===== src/rtl/regfile_read_stage_if.sv =====
// Decode-to-stage and stage-to-execute handshake bundle for the operand-read stage.
// The slave modport is the read stage; master is the surrounding decode/execute side.
interface regfile_read_stage_if #(
   parameter int XLEN = 32
);
   logic            in_valid;
   logic            in_ready;
   logic [31:0]     in_pc;
   logic [4:0]      in_rs1_addr;
   logic [4:0]      in_rs2_addr;
   logic [4:0]      in_rd_addr;
   logic            in_rf_wen;

   logic            out_valid;
   logic            out_ready;
   logic [31:0]     out_pc;
   logic [XLEN-1:0] out_rs1_data;
   logic [XLEN-1:0] out_rs2_data;
   logic [4:0]      out_rd_addr;
   logic            out_rf_wen;

   modport master (
      output in_valid, in_pc, in_rs1_addr, in_rs2_addr, in_rd_addr, in_rf_wen, out_ready,
      input  in_ready, out_valid, out_pc, out_rs1_data, out_rs2_data, out_rd_addr, out_rf_wen
   );

   modport slave (
      input  in_valid, in_pc, in_rs1_addr, in_rs2_addr, in_rd_addr, in_rf_wen, out_ready,
      output in_ready, out_valid, out_pc, out_rs1_data, out_rs2_data, out_rd_addr, out_rf_wen
   );
endinterface


===== src/rtl/regfile_read_stage.sv =====
// Register file plus operand-read pipeline stage: bypassed reads from writeback,
// per-register pending scoreboard for RAW/WAW stalls, and a flushable output register.
module regfile_read_stage #(
   parameter int          XLEN     = 32,
   parameter int unsigned SP_RESET = 1000
) (
   input  logic                 clk,
   input  logic                 rst_n,
   regfile_read_stage_if.slave  rf_if,
   input  logic                 wb_en,
   input  logic [4:0]           wb_addr,
   input  logic [XLEN-1:0]      wb_data,
   input  logic                 flush,
   output logic                 hazard
);
   logic [XLEN-1:0] regs_q [32];
   logic [31:0]     pending_q, pending_d;

   logic            out_valid_q;
   logic [31:0]     out_pc_q;
   logic [XLEN-1:0] out_rs1_q, out_rs2_q;
   logic [4:0]      out_rd_q;
   logic            out_wen_q;

   logic [4:0]      rs1, rs2, rd;
   logic [XLEN-1:0] rs1_val, rs2_val;
   logic            raw1, raw2, waw, in_ready, accept;

   assign rs1 = rf_if.in_rs1_addr;
   assign rs2 = rf_if.in_rs2_addr;
   assign rd  = rf_if.in_rd_addr;

   always_comb begin
      rs1_val = regs_q[rs1];
      if (rs1 == 5'd0)
         rs1_val = '0;
      else if (wb_en && (wb_addr == rs1))
         rs1_val = wb_data;

      rs2_val = regs_q[rs2];
      if (rs2 == 5'd0)
         rs2_val = '0;
      else if (wb_en && (wb_addr == rs2))
         rs2_val = wb_data;
   end

   // A writeback landing this cycle resolves the hazard it would otherwise cause.
   assign raw1 = (rs1 != 5'd0) && pending_q[rs1] && !(wb_en && (wb_addr == rs1));
   assign raw2 = (rs2 != 5'd0) && pending_q[rs2] && !(wb_en && (wb_addr == rs2));
   assign waw  = rf_if.in_rf_wen && (rd != 5'd0) && pending_q[rd] && !(wb_en && (wb_addr == rd));

   assign hazard   = rf_if.in_valid && (raw1 || raw2 || waw);
   assign in_ready = !flush && !hazard && (!out_valid_q || rf_if.out_ready);
   assign accept   = rf_if.in_valid && in_ready;

   // Clears are applied first so a same-cycle set on the same register wins.
   always_comb begin
      pending_d = pending_q;
      if (wb_en)
         pending_d[wb_addr] = 1'b0;
      if (flush && out_valid_q && out_wen_q)
         pending_d[out_rd_q] = 1'b0;
      if (accept && rf_if.in_rf_wen)
         pending_d[rd] = 1'b1;
      pending_d[0] = 1'b0;
   end

   always_ff @(posedge clk) begin
      if (!rst_n) begin
         for (int i = 0; i < 32; i++)
            regs_q[i] <= (i == 2) ? XLEN'(SP_RESET) : '0;
         pending_q   <= '0;
         out_valid_q <= 1'b0;
         out_pc_q    <= '0;
         out_rs1_q   <= '0;
         out_rs2_q   <= '0;
         out_rd_q    <= '0;
         out_wen_q   <= 1'b0;
      end else begin
         if (wb_en && (wb_addr != 5'd0))
            regs_q[wb_addr] <= wb_data;
         pending_q <= pending_d;
         if (accept) begin
            out_valid_q <= 1'b1;
            out_pc_q    <= rf_if.in_pc;
            out_rs1_q   <= rs1_val;
            out_rs2_q   <= rs2_val;
            out_rd_q    <= rd;
            out_wen_q   <= rf_if.in_rf_wen;
         end else if (flush || rf_if.out_ready) begin
            out_valid_q <= 1'b0;
         end
      end
   end

   assign rf_if.in_ready     = in_ready;
   assign rf_if.out_valid    = out_valid_q;
   assign rf_if.out_pc       = out_pc_q;
   assign rf_if.out_rs1_data = out_rs1_q;
   assign rf_if.out_rs2_data = out_rs2_q;
   assign rf_if.out_rd_addr  = out_rd_q;
   assign rf_if.out_rf_wen   = out_wen_q;
endmodule


===== src/flat_wrapper.sv =====
// flat-port wrapper written by rule: the top's interface ports become plain ports
module regfile_read_stage_flat 
#(
   parameter int          XLEN     = 32,
   parameter int unsigned SP_RESET = 1000
)
  (clk, rst_n, wb_en, wb_addr, wb_data, flush, hazard, rf_if_in_valid, rf_if_in_pc, rf_if_in_rs1_addr, rf_if_in_rs2_addr, rf_if_in_rd_addr, rf_if_in_rf_wen, rf_if_out_ready, rf_if_in_ready, rf_if_out_valid, rf_if_out_pc, rf_if_out_rs1_data, rf_if_out_rs2_data, rf_if_out_rd_addr, rf_if_out_rf_wen);
  regfile_read_stage_if #(.XLEN(XLEN)) rf_if_i ();
  input  logic clk;
  input  logic rst_n;
  input  logic wb_en;
  input  logic [4:0] wb_addr;
  input  logic [XLEN-1:0] wb_data;
  input  logic flush;
  output logic hazard;
  input wire logic [$bits(rf_if_i.in_valid)-1:0] rf_if_in_valid;
  input wire logic [$bits(rf_if_i.in_pc)-1:0] rf_if_in_pc;
  input wire logic [$bits(rf_if_i.in_rs1_addr)-1:0] rf_if_in_rs1_addr;
  input wire logic [$bits(rf_if_i.in_rs2_addr)-1:0] rf_if_in_rs2_addr;
  input wire logic [$bits(rf_if_i.in_rd_addr)-1:0] rf_if_in_rd_addr;
  input wire logic [$bits(rf_if_i.in_rf_wen)-1:0] rf_if_in_rf_wen;
  input wire logic [$bits(rf_if_i.out_ready)-1:0] rf_if_out_ready;
  output wire logic [$bits(rf_if_i.in_ready)-1:0] rf_if_in_ready;
  output wire logic [$bits(rf_if_i.out_valid)-1:0] rf_if_out_valid;
  output wire logic [$bits(rf_if_i.out_pc)-1:0] rf_if_out_pc;
  output wire logic [$bits(rf_if_i.out_rs1_data)-1:0] rf_if_out_rs1_data;
  output wire logic [$bits(rf_if_i.out_rs2_data)-1:0] rf_if_out_rs2_data;
  output wire logic [$bits(rf_if_i.out_rd_addr)-1:0] rf_if_out_rd_addr;
  output wire logic [$bits(rf_if_i.out_rf_wen)-1:0] rf_if_out_rf_wen;
  assign rf_if_i.in_valid = rf_if_in_valid;
  assign rf_if_i.in_pc = rf_if_in_pc;
  assign rf_if_i.in_rs1_addr = rf_if_in_rs1_addr;
  assign rf_if_i.in_rs2_addr = rf_if_in_rs2_addr;
  assign rf_if_i.in_rd_addr = rf_if_in_rd_addr;
  assign rf_if_i.in_rf_wen = rf_if_in_rf_wen;
  assign rf_if_i.out_ready = rf_if_out_ready;
  assign rf_if_in_ready = rf_if_i.in_ready;
  assign rf_if_out_valid = rf_if_i.out_valid;
  assign rf_if_out_pc = rf_if_i.out_pc;
  assign rf_if_out_rs1_data = rf_if_i.out_rs1_data;
  assign rf_if_out_rs2_data = rf_if_i.out_rs2_data;
  assign rf_if_out_rd_addr = rf_if_i.out_rd_addr;
  assign rf_if_out_rf_wen = rf_if_i.out_rf_wen;
  regfile_read_stage #(.XLEN(XLEN), .SP_RESET(SP_RESET)) u_core (.clk(clk), .rst_n(rst_n), .rf_if(rf_if_i), .wb_en(wb_en), .wb_addr(wb_addr), .wb_data(wb_data), .flush(flush), .hazard(hazard));
endmodule

===== config.mk =====
export PLATFORM = sky130hd
export DESIGN_NAME = regfile_read_stage_flat
export DESIGN_NICKNAME = d
export VERILOG_FILES = /design/src/rtl/regfile_read_stage_if.sv /design/src/rtl/regfile_read_stage.sv /design/src/flat_wrapper.sv
export SDC_FILE = /design/constraint.sdc
export NUM_CORES = 2
export LEC_CHECK = 0
export BUFFER_PORTS_ARGS = -buffer_cell sky130_fd_sc_hd__buf_2
export CORE_MARGIN = 2
export CORE_UTILIZATION = 38
export CTS_CLUSTER_SIZE = 8
export DETAILED_ROUTE_END_ITERATION = 16
export PLACE_DENSITY = 0.59
export SETUP_SLACK_MARGIN = 0.1
export SLEW_MARGIN = 20
export SYNTH_ARGS = -nofsm -noshare
export SYNTH_HDL_FRONTEND = slang
export SYNTH_SLANG_ARGS = --single-unit

===== constraint.sdc =====
create_clock -name clk -period 7.2 [get_ports clk]
set_clock_uncertainty 0.1 [all_clocks]
set_input_delay 2.16 -clock clk [delete_from_list [all_inputs] [get_ports clk]]
set_output_delay 2.16 -clock clk [all_outputs]
set_load 0.05 [all_outputs]

Word-level counts from Yosys, hierarchy flattened --
Memory sizes are Yosys's and may differ from the RTL's. Cells that the tools add are included.
Word-level totals: register bits after elaboration 135, latch bits 0, RAM bits 1024, bits in read-only memories 0, bits of input ports 91, output and inout bits 105, word-level logic and storage cells 92, memories 1
Memory list:
- u_core.regs_q | words 32, width 32, rd ports 2, clocked after Yosys merged registers in 0, write ports 32, RTL line regfile_read_stage.sv:16 | logic [XLEN-1:0] regs_q [32];
Operators by class: add/subtract/negate cells 0, multipliers 0, divide/modulo/power cells 0, $lt $le $gt $ge 8, eq/ne operators 3, shift-type cells 0, muxes and demuxes 28, bitwise gates (word level) 5, reductions and logical operators 39
Operators with widths (number):
- $mux 32 | 8
- $and 32x32->32 | 2
- $not 32->32 | 2
- $or 32x32->32 | 1
- $reduce_or 32->1 | 1
- $lt 5x6->1 const B | 5
- $logic_and 1x1->1 | 21
- $reduce_bool 5->1 | 4
- $bmux 1 s5 | 3
- $demux 1 s5 | 3
- $eq 5x5->1 | 3
- $ge 5x1->1 const B | 3
- $mux 1 | 13
- $logic_not 5->1 | 2
- $logic_not 1->1 | 6
- $mux 5 | 1
- $logic_or 1x1->1 | 4
- $reduce_bool 2->1 | 1

Logic depth before layout (Yosys ltp) --
depth after elaboration 13, depth in mapped cells 12, mapped depth without buffers 6

Worst setup path after synthesis --
No wires, ideal clock.
path type input-to-output, from input port rf_if_in_rd_addr[1], to output port rf_if_in_ready, data arrival time 4822 ps, required time 4940 ps, path slack 118 ps, stages 7, path buffers 2, path through clkbuf_1 clkbuf_1 mux4_2 a31o_2 o31ai_2 nand3_1 a21boi_0
Between the ends: cells in the longest elaborated chain, start to end 9, elaborated cells between the ends (all ways) 14, classes of those cells eq/ne (1); mux (2); reduce/logical (11)
Ends and longest elaborated chain:
- from (decl) | RTL line flat_wrapper.sv:20 | input wire logic [$bits(rf_if_i.in_rd_addr)-1:0] rf_if_in_rd_addr;
- $bmux 1 s5, or another cell as far along | RTL line regfile_read_stage.sv:50 | assign waw = rf_if.in_rf_wen && (rd != 5'd0) && pending_q[rd] && !(wb_en && (wb_addr == rd));
- $mux 1 (implied by the code) or $logic_and 1x1->1 (tied branches) | RTL line regfile_read_stage.sv:50
- $logic_and 1x1->1 or $logic_not 1->1 (tied branches) | RTL line regfile_read_stage.sv:50
- $logic_and 1x1->1 (*) | RTL line regfile_read_stage.sv:50
- $logic_or 1x1->1 (*) | RTL line regfile_read_stage.sv:52 | assign hazard = rf_if.in_valid && (raw1 || raw2 || waw);
- $logic_and 1x1->1 (*) | RTL line regfile_read_stage.sv:52
- $logic_not 1->1 (*) | RTL line regfile_read_stage.sv:53 | assign in_ready = !flush && !hazard && (!out_valid_q || rf_if.out_ready);
- $logic_and 1x1->1 (*) (2 in a row) | RTL line regfile_read_stage.sv:53
- to (decl) | RTL line flat_wrapper.sv:23 | output wire logic [$bits(rf_if_i.in_ready)-1:0] rf_if_in_ready;
Every way passes the cells marked *; elsewhere a longest branch is shown, timed or not. The select of a mux whose other input is x is not followed.

Worst setup path in the final report --
from input port rf_if_in_rd_addr[0], to output port rf_if_in_ready
Same word-level chain as after synthesis.

==> results.tsv <==
stage	metric	value	unit
critical_path	crit_fanout	10	
die	die_w	406	um
yosys	ys.flop_type	edfxtp_1	
clocking	clk-insertion-delay-late	0.83	ns
critical_path	cp-end-kind	output pin	
placement	place.detailed.hpwl	126	mm
job	maxCapViolCount	0	
yosys	synth_edf_count	1024	
clocking	cts_setup_buffers	0	
grt	antenna_found_initial	35	
critical_path	crit_path_end	rf_if_in_ready	
clocking	clk_pin_slew	0.05	ns
clocking	cts_max_level	4	
cells_and_area	seq_area	33400	sq um
clocking	clock_path_buffers	3	
critical_path	regToRegEndpoint	u_core.rf_if.out_rs2_data[29]$_SDFFE_PN0P_	
placement	place.port_buffers	195	
power	vdd_drop_max	0.247	mV
drt	wl	219	mm
cells_and_area	drive_above_1_share	25.3	%
clocking	post_cts_resized	0	
timing	report.final.setup_viol	0	
grt	top_usage_layer	met2	
yosys	ys_seq_area_share	54.4	%
grt	grtUsageMet1	35.5	%
yosys	synth-warning-count	0	
yosys	ys_types	60	
grt	grtUsageTotal	26.4	%
timing	timing.hold.ws	0.354	ns
timing	finalSetupTns	0	ns
min_path	hold_class	reg -> reg	
die	die_height	406	um
grt	grt_overflow	0	
die	ioPinCount	196	
die	initial_core_util	38.3	%
timing	hold_violations	0	
placement	place_congestion	0.891	
drt	ant_nets	0	
drt	wl_per_cell	32.8	um
critical_path	r2r-start	u_core.pending_q[20]$_SDFF_PN0_	
grt	grt_util_met2	41.2	%
yosys	ys_seq_elements	1158	
critical_path	cp-startpoint	rf_if_in_rd_addr[0]	
yosys	synth.avg_cell_area	14.1	sq um
cells_and_area	multi_input_area	26800	sq um
timing	max_freq	0.150	GHz
grt	grt_max_degree	119	
clocking	hold_buffers	0	
die	core	161000	sq um
critical_path	r2r_cells	7	
power	leakage	0.0246	uW
timing	timing.final.crit_share	92.5	%
clocking	cts_num_sinks	1158	
timing	relSlewSlack	17.1	%
yosys	syn_inst	4342	
power	powerDensity	246	nW/um^2
drt	vias	41200	
yosys	synth_area	61400	sq um
drt	first_pass_iters	9	
critical_path	worstPathArrival	4.40	ns
grt	grt_pass1_wl	307	mm
yosys	ys_async_sr_fraction	0	%
status	outcome	finished clean	
die	row_count	147	
clocking	cts_buffers	164	
drt	drc	0	
critical_path	startpoint_type	input port	
die	dieArea	165000	sq um
critical_path	cp.required	4.94	ns
grt	met3_usage	6.21	%
timing	tightest_slew	1.24	ns
cells_and_area	fillCellCount	14200	
clocking	cts_tree	built	
timing	finalCriticalPeriod	6.66	ns
cells_and_area	syn_to_final_growth	14.1	%
clocking	cts_root_buffer	clkbuf_16	
grt	grt_pass1_vias	40600	
timing	rsz0062_at_grt	no	
cells_and_area	layout_common_cells	edfxtp_1, and2_1, mux4_2	
cells_and_area	final_common_cell	edfxtp_1	
critical_path	reg2reg_slack	4.26	ns
timing	finalMaxSlewViolations	0	
cells_and_area	nNetsFinal	4490	
critical_path	criticalPathCategory	in -> out	
drt	initialDrtViolationCount	6005	
drt	via_per_inst	6.16	
[synth_stat cells (all sizes together), types with 5 or more instances]
cell     count  area, sq um
a31o        16          140
a221oi      52          455
mux2i      244         2440
a22oi      142         1070
a211oi      15          113
nor2        50          188
a21oi       46          230
mux4       503        11300
a21o        18          135
mux2        34          383
xnor2       11         96.3
nand4        5         31.3
buf        141          737
a32oi       18          158
o21ai       72          360
o211ai      48          360
or3         11         68.8
inv          7         26.3
and2      1011         6320
nand2      262          983
o31ai       33          253
nand3       12         60.1
nor2b       11         68.8
dfxtp      134         2680
edfxtp    1024        30700
clkbuf     326         1220
nand3b      10         75.1
o2111ai     35          307
[layer usage]
metal / vias up / part of all wire (%) / wire, um
li1: 16800 / - / -
met1: 21300 / 39 / 84600
met2: 2598 / 46 / 101000
met3: 495 / 11 / 24300
met4: 22 / 4.0 / 8850
met5: - / 0.063 / 137
[how the worst min path moves through the flow]
stage	start	endpoint	slack, ns	depth (start not counted)
after floorplan	u_core.pending_q[16]$_SDFF_PN0_	u_core.pending_q[16]$_SDFF_PN0_	0.38	2
after global placement	u_core.rf_if.out_pc[28]$_SDFFE_PN0P_	u_core.rf_if.out_pc[28]$_SDFFE_PN0P_	0.34	2
after detailed placement	u_core.rf_if.out_pc[16]$_SDFFE_PN0P_	u_core.rf_if.out_pc[16]$_SDFFE_PN0P_	0.35	2
after CTS	u_core.rf_if.out_pc[16]$_SDFFE_PN0P_	u_core.rf_if.out_pc[16]$_SDFFE_PN0P_	0.36	2
after global routing	u_core.rf_if.out_pc[30]$_SDFFE_PN0P_	u_core.rf_if.out_pc[30]$_SDFFE_PN0P_	0.37	2
final	u_core.rf_if.out_rs2_data[15]$_SDFFE_PN0P_	u_core.rf_if.out_rs2_data[15]$_SDFFE_PN0P_	0.35	2
[logic make-up (layout without fill, tap and decap cells)]
family	Yosys count	after routing	synth area share [%]
other cells	1	42	0.00610
xor+xnor	15	15	0.214
buf+inv	475	619	3.24
compound gates	513	513	6.08
mux	781	781	23.0
simple gates	1399	1399	13.0
flops	1158	1158	54.4
[area by class of cell]
cell class                 instances  share of cell area [%]
inverter                           8                  0.0464
antenna                           10                  0.0357
clock buffer                     269                    6.52
timing repair buffer             327                    3.29
clock inverter                    15                   0.345
multi-input combinational       2740                    38.2
tap                             2160                    3.86
sequential                      1158                    47.7
[worst max-delay path: stages]
cell and delay, ns:
buf_2 0.23, buf_4 0.23, mux4_2 0.50, nor2b_1 0.14
a31o_2 0.22, o31ai_2 0.26, nand3_1 0.15, a21boi_0 0.21
buf_2 0.29
[where the power goes]
part / switching (uW) / internal (uW) / leakage (uW)
logic: 1240 / 779 / 0.0115
registers: 176 / 7670 / 0.0108
clock network: 3050 / 4320 / 0.00229
total: 4470 / 12800 / 0.0246
[sequential cells by signal (all words and copies together), names as in the netlist]
signal                     cells
u_core.rf_if.out_valid         1
u_core.rf_if.out_rs1_data     32
u_core.rf_if.out_rd_addr       5
u_core.regs_q               1024
u_core.rf_if.out_rs2_data     32
u_core.rf_if.out_pc           32
u_core.rf_if.out_rf_wen        1
u_core.pending_q              31
[per-stage QoR]
step / setup slack (ns) / total power [uW] / cell area, sq um / utilization, % / std cells
2_1_floorplan: 0.118 / 9220 / 61600 / - / 4373
3_3_place_gp: 0.576 / 9930 / 65200 / 40.6 / 6392
3_5_place_dp: 0.435 / 9950 / 65200 / 40.6 / 6392
4_1_cts: 0.429 / 17300 / 70000 / 43.6 / 6676
5_1_grt: 0.430 / 17700 / 70100 / 43.6 / 6678
6_report: 0.543 / 17200 / 70100 / 43.6 / 6687
Note: power is estimated with default switching activity, not from simulation.
